===== src/rtl/vin_quadencoderz_filt.sv =====
// Quadrature encoder interface with per-channel glitch filter, X1/X2/X4 decode,
// signed position counter, index capture and one-shot index zeroing.
module vin_quadencoderz_filt #(
   parameter int WIDTH  = 32,
   parameter int FILTER = 3,
   parameter int MODE   = 4
) (
   input  logic             clk,
   input  logic             reset,
   input  logic             quadA,
   input  logic             quadB,
   input  logic             quadZ,
   input  logic             index_arm,
   output logic             index_done,
   input  logic             err_clr,
   output logic [WIDTH-1:0] pos,
   output logic [WIDTH-1:0] index_pos,
   output logic             dir,
   output logic             err
);

   typedef enum logic [1:0] {IDLE, ARMED, DONE} idxState_e;

   // Decoding stays masked until the synchroniser and filter pipeline has
   // flushed whatever levels the encoder held while reset was asserted.
   localparam int SETTLE = 3 + FILTER;

   logic [2:0]       meta_q, sync_q, filt, prev_q;
   logic [4:0]       warm_q;
   logic             decodeEn;
   logic             aChg, bChg, illegal, stepA, stepB, zRise;
   logic             countEn, countUp, zeroLoad;
   logic [WIDTH-1:0] pos_q, pos_d, indexPos_q;
   logic             dir_q, err_q;
   idxState_e        state_q, state_d;

   // Channel order in the 3-bit vectors is {Z, B, A}.
   always_ff @(posedge clk) begin
      if (reset) begin
         meta_q <= '0;
         sync_q <= '0;
      end else begin
         meta_q <= {quadZ, quadB, quadA};
         sync_q <= meta_q;
      end
   end

   generate
      if (FILTER == 0) begin : gBypass
         assign filt = sync_q;
      end else begin : gFilter
         for (genvar g = 0; g < 3; g++) begin : gChan
            logic [3:0] cnt_q;
            logic       filt_q;
            always_ff @(posedge clk) begin
               if (reset) begin
                  cnt_q  <= '0;
                  filt_q <= 1'b0;
               end else if (sync_q[g] != filt_q) begin
                  if (cnt_q == 4'(FILTER - 1)) begin
                     filt_q <= sync_q[g];
                     cnt_q  <= '0;
                  end else begin
                     cnt_q <= cnt_q + 4'd1;
                  end
               end else begin
                  cnt_q <= '0;
               end
            end
            assign filt[g] = filt_q;
         end
      end
   endgenerate

   always_ff @(posedge clk) begin
      if (reset) begin
         prev_q <= '0;
         warm_q <= '0;
      end else begin
         prev_q <= filt;
         if (!decodeEn) warm_q <= warm_q + 5'd1;
      end
   end

   assign decodeEn = (warm_q == 5'(SETTLE));
   assign aChg     = prev_q[0] ^ filt[0];
   assign bChg     = prev_q[1] ^ filt[1];
   assign illegal  = decodeEn & aChg & bChg;
   assign stepA    = decodeEn & aChg & ~bChg;
   assign stepB    = decodeEn & bChg & ~aChg;
   assign zRise    = decodeEn & ~prev_q[2] & filt[2];

   // An A edge counts up when the new A differs from B; a B edge when they match.
   always_comb begin
      countEn = 1'b0;
      countUp = 1'b0;
      if (stepA && (MODE != 1 || filt[0])) begin
         countEn = 1'b1;
         countUp = filt[0] ^ filt[1];
      end else if (stepB && MODE == 4) begin
         countEn = 1'b1;
         countUp = ~(filt[0] ^ filt[1]);
      end
   end

   always_ff @(posedge clk) begin
      if (reset) state_q <= IDLE;
      else       state_q <= state_d;
   end

   always_comb begin
      state_d = state_q;
      case (state_q)
         IDLE:    if (index_arm) state_d = ARMED;
         ARMED:   if (!index_arm) state_d = IDLE;
                  else if (zRise) state_d = DONE;
         DONE:    if (!index_arm) state_d = IDLE;
         default: state_d = IDLE;
      endcase
   end

   always_comb begin
      index_done = (state_q == DONE);
      zeroLoad   = (state_q == ARMED) && index_arm && zRise;
   end

   always_comb begin
      pos_d = pos_q;
      if (zeroLoad)     pos_d = '0;
      else if (countEn) pos_d = countUp ? pos_q + WIDTH'(1) : pos_q - WIDTH'(1);
   end

   always_ff @(posedge clk) begin
      if (reset) begin
         pos_q      <= '0;
         indexPos_q <= '0;
         dir_q      <= 1'b0;
         err_q      <= 1'b0;
      end else begin
         pos_q <= pos_d;
         if (zRise)   indexPos_q <= pos_q;
         if (countEn) dir_q <= countUp;
         if (illegal)      err_q <= 1'b1;
         else if (err_clr) err_q <= 1'b0;
      end
   end

   assign pos       = pos_q;
   assign index_pos = indexPos_q;
   assign dir       = dir_q;
   assign err       = err_q;

endmodule

===== config.mk =====
export PLATFORM = sky130hd
export DESIGN_NAME = vin_quadencoderz_filt
export DESIGN_NICKNAME = d
export VERILOG_FILES = /design/src/rtl/vin_quadencoderz_filt.sv
export SDC_FILE = /design/constraint.sdc
export NUM_CORES = 1
export LEC_CHECK = 0
export BUFFER_PORTS_ARGS = -buffer_cell sky130_fd_sc_hd__buf_4
export CAP_MARGIN = 20
export CORE_MARGIN = 2
export CORE_UTILIZATION = 46
export DETAILED_ROUTE_END_ITERATION = 6
export GPL_TIMING_DRIVEN = 0
export PLACE_DENSITY = 0.73
export SKIP_LAST_GASP = 1
export SYNTH_ARGS = -nofsm -noshare
export SYNTH_HDL_FRONTEND = slang
export SYNTH_SLANG_ARGS = --single-unit

===== constraint.sdc =====
create_clock -name clk -period 6.3 [get_ports clk]
set_input_delay 1.26 -clock clk [delete_from_list [all_inputs] [get_ports clk]]
set_output_delay 1.26 -clock clk [all_outputs]
set_load 0.01 [all_outputs]

Yosys cells after proc, flatten, opt, wreduce, memory -nomap -nowiden
Cells that the tools add are included.
Widths: inputs -> output; s select.
{ "totals": {"regBits": 97, "in_bits": 7, "output_inout_bits": 67, "elab_cells": 74} }
{ "op_classes": {"add_sub_neg": 6, "eq_ne": 12, "n_mux": 12, "bitwise": 17, "n_reduce_logical": 12} }
{ "op_table": {"columns": ["op", "n"], "rows": [
  ["$add 32x1->32 const B", 1],
  ["$mux 32", 1],
  ["$sub 32x1->32 const B", 1],
  ["$add 4x1->4 const B", 3],
  ["$eq 4x2->1 const B", 3],
  ["$reduce_or 3->1", 3],
  ["$mux 2", 4],
  ["$and 1x1->1", 7],
  ["$not 1->1", 7],
  ["$mux 1", 6],
  ["$pmux 2 s3", 1],
  ["$reduce_and 2->1", 3],
  ["$add 5x1->5 const B", 1],
  ["$eq 5x3->1 const B", 1],
  ["$ne 2x2->1 const B", 2],
  ["$ne 1x1->1", 3],
  ["$ne 3x3->1 const B", 1],
  ["$reduce_and 3->1", 1],
  ["$xor 1x1->1", 3],
  ["$eq 2x1->1 const B", 1],
  ["$eq 2x2->1 const B", 1],
  ["$logic_and 1x1->1", 2],
  ["$logic_not 2->1", 1],
  ["$reduce_bool 2->1", 1],
  ["$reduce_or 2->1", 1]
]} }

Longest topological paths before layout
Gate-level depths: netlist of run 1.
{ "depth": {"ltp_word": 6, "ltp_mapped": 15} }

Worst setup path after synthesis of run 1
No wires, ideal clock.
{ "synth_timing": {"kind": "reg2reg", "start": "register warm_q[0]", "end": "register pos_q[14], in the netlist pos[14]", "setup_time_ns": 0.070, "arrival_time_ns": 3.651, "t_required_ns": 6.230, "path_slack_ns": 2.580, "stages_incl_launch_ff": 16, "path_buffers": 3, "synth_period_minus_slack_ns": 3.720, "cell_sequence": "dfxtp_1 > inv_1 > ha_1 > nand4bb_1 > nor3_2 > buf_4 > buf_4 > buf_4 > xnor2_1 > ha_1 > or4_1 > nand2b_1 > o32ai_4 > mux2_2 > or3_1 > a21oi_1"} }
{ "synth_between": {"elab_chain_len": 6, "elab_cells_between_ends": 14, "classes_between": "eq/ne: 1; mux: 5; bitwise: 6; reduce/logical: 2"} }
{ "synth_lines": {"columns": ["element", "line", "text"], "rows": [
  ["from (decl)", "29", "logic [4:0] warm_q;"],
  ["from (signal assigned)", "81", "if (!decodeEn) warm_q <= warm_q + 5'd1;"],
  ["$eq 5x3->1 (*)", "85", "assign decodeEn = (warm_q == 5'(SETTLE));"],
  ["$and 1x1->1 (2 in a row)", "90", "assign stepB = decodeEn & bChg & ~aChg;"],
  ["$mux 1", "100", "end else if (stepB && MODE == 4) begin"],
  ["$mux 1", "97", "if (stepA && (MODE != 1 || filt[0])) begin"],
  ["$mux 32", "130", "else if (countEn) pos_d = countUp ? pos_q + WIDTH'(1) : pos_q - WIDTH'(1);"],
  ["to (signal assigned)", "140", "pos_q <= pos_d;"],
  ["to (decl)", "33", "logic [WIDTH-1:0] pos_q, pos_d, indexPos_q;"]
]} }
Every way passes the cells marked *; elsewhere a longest branch is shown, timed or not.
A chain may end at the register's enable or synchronous reset.

Worst setup path in the final report of run 1
{ "layout_timing": {"start": "register warm_q[0]", "end": "register pos_q[10], in the netlist pos[10]"} }
The elaborated chain is that of the path after synthesis.

==> results.txt, run 1 <==
----------------------------------------------------
[Run status]
  Result of the run ... completed

[Critical path]
  CP peak stage delay ... 0.52 ns
  Maximum fanout encountered on the critical timing path ... 10
  Worst reg-to-reg setup slack ... 1.72 ns
  Arrival time at the worst endpoint ... 4.88 ns
  Number of buffer and inverter stages on the critical path ... 4
  Data required, critical path ... 6.59 ns
  Critical path type ... reg2reg
  Endpoint of the lowest-slack register-to-register path ... pos[10]
  Dominant delay contributor by cell family on the critical path ... simple AND/OR/NAND/NOR gates
  Worst reg2reg startpoint ... warm_q[0]
  Sequence of cells on the critical path ... inv_1 -> ha_1 -> nand4bb_1 -> nor3_2 -> buf_4 -> buf_4 -> buf_4 -> xnor2_1 -> ha_1 -> or4_1 -> nand2b_1 -> o32ai_4 -> mux2_2 -> or3_1 -> a21oi_1
  Slowest cell on the critical path ... sky130_fd_sc_hd__nor3_2
  Type of element capturing the critical path ... flip-flop
  Startpoint class of the critical path ... flip-flop
  Cell repeated most along the worst path ... sky130_fd_sc_hd__buf_4
  Cell depth of the worst flop-to-flop path ... 15

[Min path]
  Endpoint of the worst hold-timing path ... sync_q[2]
  Class of the tightest hold or removal check ... reg2reg
  Startpoint of the lowest-slack hold path ... meta_q[2]
  Instance count along the most critical hold path ... 1

[Clock network]
  Clock sink count ... 97
  Number of buffers inserted to repair setup after CTS ... 0
  Cts repair resizes ... 0
  Inserted Clock Buffers ... 9
  Total of hold buffers inserted after clock tree synthesis ... 0
  TritonCTS clock tree ... yes
  Buffer levels on the longest clock path ... 2
  Clock slew at the register clock pins of the worst setup and hold paths ... 0.07 ns
  Clk root buf ... sky130_fd_sc_hd__clkbuf_16
  Clock insertion delay at the later pin of the skew report ... 0.36 ns
  Deepest level of the CTS H-tree ... 3

[STA]
  Number of slew-limit violations in the final report ... 0
  Count of endpoints failing hold in the final timing report ... 0
  Worst hold margin ... 0.445 ns
  Maximum frequency from static timing analysis ... 218 MHz
  Max-slew headroom at the worst pin ... 40.4%
  Ratio of final minimum period to clock period ... 72.7%
  Final setup skew ... 0.00614 ns
  Final worst-path setup slack ... 1.72 ns
  Setup violation total in the final timing report ... 0
  Final sum of negative setup slack ... 0 ns
  Setup repair after global routing missed its margin ... false
  Slew @ Worst Pin ... 0.886 ns
  Shortest period the worst path allows ... 4.58 ns

[Floorplanning]
  Vert. Die Dim ... 111 um
  Placeable Area ... 11,300 um2
  Area of the die ... 12,300 um2
  Chip Width ... 111 um
  Ports placed on the boundary ... 74
  Total number of placement rows ... 39
  Starting utilization of the core area ... 46.6%

[Synth]
  Cells taking the most area after synthesis ... sky130_fd_sc_hd__dfxtp_1, sky130_fd_sc_hd__nand2_1, sky130_fd_sc_hd__a21oi_1, sky130_fd_sc_hd__nor2_1, sky130_fd_sc_hd__nand3_1
  Total of flip-flops plus latches after synthesis ... 97
  Most used standard cells in the synthesized netlist ... sky130_fd_sc_hd__nand2_1, sky130_fd_sc_hd__dfxtp_1, sky130_fd_sc_hd__a21oi_1, sky130_fd_sc_hd__nor2_1, sky130_fd_sc_hd__clkbuf_1
  Post-synth top area share ... 37.0%
  Synthesized netlist cell count ... 656
  Netlist area before placement ... 5250 um2
  Yosys Warn Count ... 0
  Count of flip-flops with a built-in enable after synthesis ... 0
  Per-instance average area after synthesis ... 8.01 um2
  Number of library cell types mapped by synthesis ... 63
  Register area share after synthesis ... 37.0%
  FFs w/ async S/R, synth ... 0%
  Prevailing post-synth register cell ... sky130_fd_sc_hd__dfxtp_1
  Cell type with the largest total area after synthesis ... sky130_fd_sc_hd__dfxtp_1
  Syn nets ... 672
  Most frequent cell after synthesis ... sky130_fd_sc_hd__nand2_1

[Route]
  Final routed wire length divided by cell count ... 19.6 um
  Via/cell ratio ... 5.93
  Number of iterations in the first detailed-routing pass ... 5
  Routed wire length ... 17,400 um
  Number of nets with antenna violations after routing ... 0
  DR vias ... 5,265
  Count of routing violations after the opening detailed-route iteration ... 500
  DRC Markers ... 0

[Flow run]
  Total of max-cap violations ... 0

[Pwr]
  Peak ir drop on the vdd network ... 149 uV
  Standby leakage power ... 0.00246 uW
  Cell Pwr Density ... 191 nW/um2

[Final layout]
  Number of nets in the layout ... 756
  Number of inserted diodes ... 0
  Fraction of final layout cells with drive strength greater than 1 ... 17.7%
  Utilization of the core after routing ... 55.6%
  Signed area change from the synthesized netlist to the final layout ... 19.3%

[Global route]
  Gr ovfl total ... 0
  Vias in the first global route ... 4,975
  First-pass GRT wire length ... 27,500 um
  Initial antenna violation count ... 1
  GRT Util Overall ... 28.5%
  Largest net degree at the start of global routing ... 19

[Placed design]
  Sum of net half-perimeters after detailed placement ... 13,000 um
  Number of buffer cells added on primary ports ... 73
  Routability cong. ... 0.927
  Setup Slack @ Placement ... 1.83 ns

----------------------------------------------------
-- where the power goes --
group | switching, uW | internal (uW) | total [uW]
Clock | 264 | 276 | 541
Combinational | 21.6 | 10.5 | 32.1
Sequential | 4.19 | 618 | 622
-- worst max-delay path by stage --
stage                          from  endpoint  cells after the start
after detailed placement  warm_q[0]   pos[14]                     15
after floorplan           warm_q[0]   pos[14]                     15
after CTS                 warm_q[0]   pos[10]                     15
after global placement    warm_q[0]   pos[14]                     15
after global routing      warm_q[0]   pos[14]                     15
final                     warm_q[0]   pos[10]                     15
-- metrics by stage --
stage	instance area, um2	instances	total power [uW]
finish	6260	888	1190
global route	6260	888	1220
CTS	6260	888	1200
detailed placement	5980	872	668
global placement	5980	872	666
floorplan	5250	656	654
-- layer usage --
| layer | global-route usage [%] | vias to the layer above | part of all wire, % |
|---|---|---|---|
| met2 | 47.5 | 209 | 47 |
| li1 | - | 2501 | - |
| met3 | 4.10 | 27 | 6.7 |
| met4 | 10.3 | 0 | 1.9 |
| met1 | 37.8 | 2528 | 44 |
| met5 | 0 | - | 0 |
-- flip-flops by register name, summed over array words and instances (netlist names) --
signal and cells:
pos 32, prev_q 3, index_pos 32, sync_q 3, gFilter.gChan.cnt_q 12, meta_q 3, gFilter.gChan.filt_q 3, state_q 2
dir 1, warm_q 5, err 1
-- logic make-up after synthesis --
logic type	count (synthesis)	share of synthesized area, %
adders and majority gates	9	2.14
AOI/OAI and AO/OA	113	13.5
buffers and inverters	59	4.93
DFF	97	37.0
muxes	16	3.19
and+or+nand+nor	330	33.2
xor gates and xnor gates	32	6.05
-- worst register-to-register path, delay by kind of cell, from the launching register on --
family,cells,cell delay [ns]
simple gates,5,1.90
buf+inv,4,0.83
compound gates,2,0.55
fa+ha+maj,2,0.41
mux,1,0.40
flops,1,0.34
xor+xnor,1,0.08
-- cells in the final DEF (no fill, tap or decap), types with 3 or more instances in the layout --
cell and n:
sky130_fd_sc_hd__nor4_1 22, sky130_fd_sc_hd__o21ai_0 15, sky130_fd_sc_hd__a31oi_1 3, sky130_fd_sc_hd__or4_1 12, sky130_fd_sc_hd__inv_1 7, sky130_fd_sc_hd__o21ai_1 7
sky130_fd_sc_hd__mux2i_1 10, sky130_fd_sc_hd__xor2_1 12, sky130_fd_sc_hd__nand2b_1 4, sky130_fd_sc_hd__nor3_2 3, sky130_fd_sc_hd__xnor2_1 15, sky130_fd_sc_hd__and2_1 3
sky130_fd_sc_hd__xnor2_2 3, sky130_fd_sc_hd__a21o_1 9, sky130_fd_sc_hd__nand2_1 98, sky130_fd_sc_hd__mux2_2 4, sky130_fd_sc_hd__o311a_1 3, sky130_fd_sc_hd__o211ai_1 4
sky130_fd_sc_hd__buf_2 9, sky130_fd_sc_hd__dfxtp_1 97, sky130_fd_sc_hd__buf_4 78, sky130_fd_sc_hd__clkbuf_1 35, sky130_fd_sc_hd__nor2b_1 12, sky130_fd_sc_hd__nor3_1 23
sky130_fd_sc_hd__a211oi_1 3, sky130_fd_sc_hd__nand4_1 17, sky130_fd_sc_hd__nor2_1 52, sky130_fd_sc_hd__or2_2 4, sky130_fd_sc_hd__ha_1 9, sky130_fd_sc_hd__nor3b_1 6
sky130_fd_sc_hd__or3_1 19, sky130_fd_sc_hd__and3_1 9, sky130_fd_sc_hd__nand3_1 28, sky130_fd_sc_hd__a21oi_1 52, sky130_fd_sc_hd__clkbuf_16 9, sky130_fd_sc_hd__or4b_1 3
-- area by class of cell --
class / instances / area (um2)
tap: 143 / 179
timing repair buffer: 73 / 548
clock buffer: 9 / 225
buffer: 52 / 233
inverter: 7 / 26.3
fill: 1071 / 5010
sequential: 97 / 1940
clock inverter: 7 / 61.3
multi-input combinational: 500 / 3050
No activity file was read; power rests on OpenSTA's default activity.
==> run 2: changes to the inputs <==
- clock period: 6.3 -> 4.6 ns (I/O delays scaled with it)
==> run 2 against run 1 <==
  * Clock-buffer cell count unchanged
  * Combinational power up 37%
  * First-iteration DRC count up 11%
  * Routed wire length down 0.30%
  * Sequential cell count unchanged
  * Total power up 37%
  * Utilization up 0.19 points
  * Non-clock buffer count up 2
  * Largest cell class unchanged
==> results.txt, run 2 (synthesis results as in run 1) <==
----------------------------------------------------
[Global route]
  Largest net degree at the start of global routing ... 19
  Vias in the first global route ... 4,975
  Initial antenna violation count ... 1
  Gr ovfl total ... 0
  GRT Util Overall ... 28.5%
  First-pass GRT wire length ... 27,500 um

[Route]
  Via/cell ratio ... 5.92
  DR vias ... 5,267
  Count of routing violations after the opening detailed-route iteration ... 554
  DRC Markers ... 0
  Routed wire length ... 17,400 um
  Number of nets with antenna violations after routing ... 0
  Final routed wire length divided by cell count ... 19.5 um
  Number of iterations in the first detailed-routing pass ... 5

[Floorplanning]
  Area of the die ... 12,300 um2
  Chip Width ... 111 um
  Ports placed on the boundary ... 74
  Vert. Die Dim ... 111 um
  Total number of placement rows ... 39
  Starting utilization of the core area ... 46.6%
  Placeable Area ... 11,300 um2

[Final layout]
  Number of inserted diodes ... 0
  Leading cell types in the layout, fill and taps excluded ... sky130_fd_sc_hd__nand2_1, sky130_fd_sc_hd__dfxtp_1, sky130_fd_sc_hd__buf_4
  Signed area change from the synthesized netlist to the final layout ... 19.7%
  Most common cell after layout, fill and taps aside ... sky130_fd_sc_hd__nand2_1
  Number of nets in the layout ... 758
  Total non-filler cell area in the finished layout ... 6290 um2
  Count of filler cells inserted in the layout ... 1,071
  Fraction of final layout cells with drive strength greater than 1 ... 17.9%
  Utilization of the core after routing ... 55.8%

[STA]
  Final sum of negative setup slack ... 0 ns
  Slew @ Worst Pin ... 0.916 ns
  Setup violation total in the final timing report ... 0
  Maximum frequency from static timing analysis ... 232 MHz
  Ratio of final minimum period to clock period ... 93.8%
  Max-slew headroom at the worst pin ... 38.4%
  Final setup skew ... 0.00741 ns
  Setup repair after global routing missed its margin ... false
  Count of endpoints failing hold in the final timing report ... 0
  Number of slew-limit violations in the final report ... 0
  Shortest period the worst path allows ... 4.32 ns

[Flow run]
  Total of max-cap violations ... 0

[Clock network]
  TritonCTS clock tree ... yes
  Clk root buf ... sky130_fd_sc_hd__clkbuf_16
  Total of hold buffers inserted after clock tree synthesis ... 0
  Clock sink count ... 97
  Deepest level of the CTS H-tree ... 3
  Clock insertion delay at the later pin of the skew report ... 0.36 ns
  Clock slew at the register clock pins of the worst setup and hold paths ... 0.07 ns
  Inserted Clock Buffers ... 9
  Buffer levels on the longest clock path ... 2

[Pwr]
  Fraction of power consumed by combinational cells ... 2.7%
  Switching power share of the total ... 24.2%
  Internal cell power ... 1240 uW
  Peak ir drop on the vdd network ... 203 uV
  Cell Pwr Density ... 260 nW/um2
  Part of the total power dissipated in sequential elements ... 52.1%
  Net Switching ... 396 uW
  Standby leakage power ... 0.00247 uW
  Clock share of power ... 45.2%

[Critical path]
  Arrival time at the worst endpoint ... 4.61 ns
  Data required, critical path ... 4.89 ns
  Critical path type ... reg2reg
  Sequence of cells on the critical path ... inv_1 -> ha_1 -> nand4bb_1 -> nor3_4 -> buf_4 -> buf_4 -> buf_4 -> xnor2_1 -> ha_1 -> or4_1 -> nand2b_1 -> o32ai_4 -> mux2_2 -> or3_1 -> a21oi_1
  Number of buffer and inverter stages on the critical path ... 4
  Startpoint class of the critical path ... flip-flop
  Type of element capturing the critical path ... flip-flop
  Dominant delay contributor by cell family on the critical path ... simple AND/OR/NAND/NOR gates
  CP peak stage delay ... 0.47 ns
  Cell repeated most along the worst path ... sky130_fd_sc_hd__buf_4
  Slowest cell on the critical path ... sky130_fd_sc_hd__or4_1
  Maximum fanout encountered on the critical timing path ... 10

[Min path]
  Class of the tightest hold or removal check ... reg2reg

[Placed design]
  Number of buffer cells added on primary ports ... 73
  Sum of net half-perimeters after detailed placement ... 13,000 um
  Cell area reported after detailed placement ... 5980 um2
  Routability cong. ... 0.927

[Run status]
  Result of the run ... completed

----------------------------------------------------
[run 2: layout make-up]
type,count,area [um2],share of cell area [%]
well taps,143,179,2.85
inverters,7,26.3,0.418
repair buffers,75,563,8.96
flip-flops and latches,97,1940,30.9
plain buffers,52,233,3.70
clock inverters,7,61.3,0.975
multi-input cells,500,3060,48.6
clock buffers,9,225,3.58
[run 2: power by group through the flow]
stage | Sequential [uW] | Combinational (uW) | Clock (uW)
2_1_floorplan | 870 | 26.3 | 0
3_3_place_gp | 870 | 41.6 | 0
3_5_place_dp | 871 | 43.6 | 0
4_1_cts | 851 | 43.8 | 754
5_1_grt | 852 | 47.7 | 778
6_report | 852 | 43.9 | 740
[run 2: timing repair]
action | CTS | global route
endpoints found under the setup margin | 0 | 2
resized for setup | 0 | 1
buffers inserted | 0 | 2
[run 2: path summary, 6_finish.rpt]
| check | start | to | slack (ns) | depth (start not counted) |
|---|---|---|---|---|
| worst max-delay path | warm_q[0] | pos[10] | 0.28 | 15 |
| worst min-delay path | meta_q[2] | sync_q[2] | 0.45 | 1 |
| worst max register to register | warm_q[0] | pos[10] | 0.28 | 15 |
| worst min register to register | meta_q[2] | sync_q[2] | 0.45 | 1 |
[run 2: per-layer routing]
layer	vias to the layer above	track usage (%)	share of wire, %
met5	-	0	0
met4	0	10.3	2.4
met3	38	4.10	6.5
met2	233	47.5	47
met1	2493	37.8	44
li1	2503	-	-
[run 2: worst register-to-register path: stages (launching register included)]
cell and delay [ns]:
sky130_fd_sc_hd__dfxtp_1 0.34, sky130_fd_sc_hd__inv_1 0.08, sky130_fd_sc_hd__ha_1 0.17, sky130_fd_sc_hd__nand4bb_1 0.30
sky130_fd_sc_hd__nor3_4 0.29, sky130_fd_sc_hd__buf_4 0.25, sky130_fd_sc_hd__buf_4 0.22, sky130_fd_sc_hd__buf_4 0.21
sky130_fd_sc_hd__xnor2_1 0.08, sky130_fd_sc_hd__ha_1 0.24, sky130_fd_sc_hd__or4_1 0.47, sky130_fd_sc_hd__nand2b_1 0.33
sky130_fd_sc_hd__o32ai_4 0.42, sky130_fd_sc_hd__mux2_2 0.41, sky130_fd_sc_hd__or3_1 0.30, sky130_fd_sc_hd__a21oi_1 0.13
[run 2: metrics by stage]
stage | power [uW] | setup WS, ns | hold WS, ns | cells
after floorplan | 896 | 0.880 | 0.414 | 656
after global placement | 912 | 0.139 | 0.420 | 872
after detailed placement | 915 | 0.128 | 0.430 | 872
after CTS | 1650 | 0.0987 | 0.447 | 888
after global routing | 1680 | 0.0918 | 0.447 | 890
final | 1640 | 0.284 | 0.445 | 890
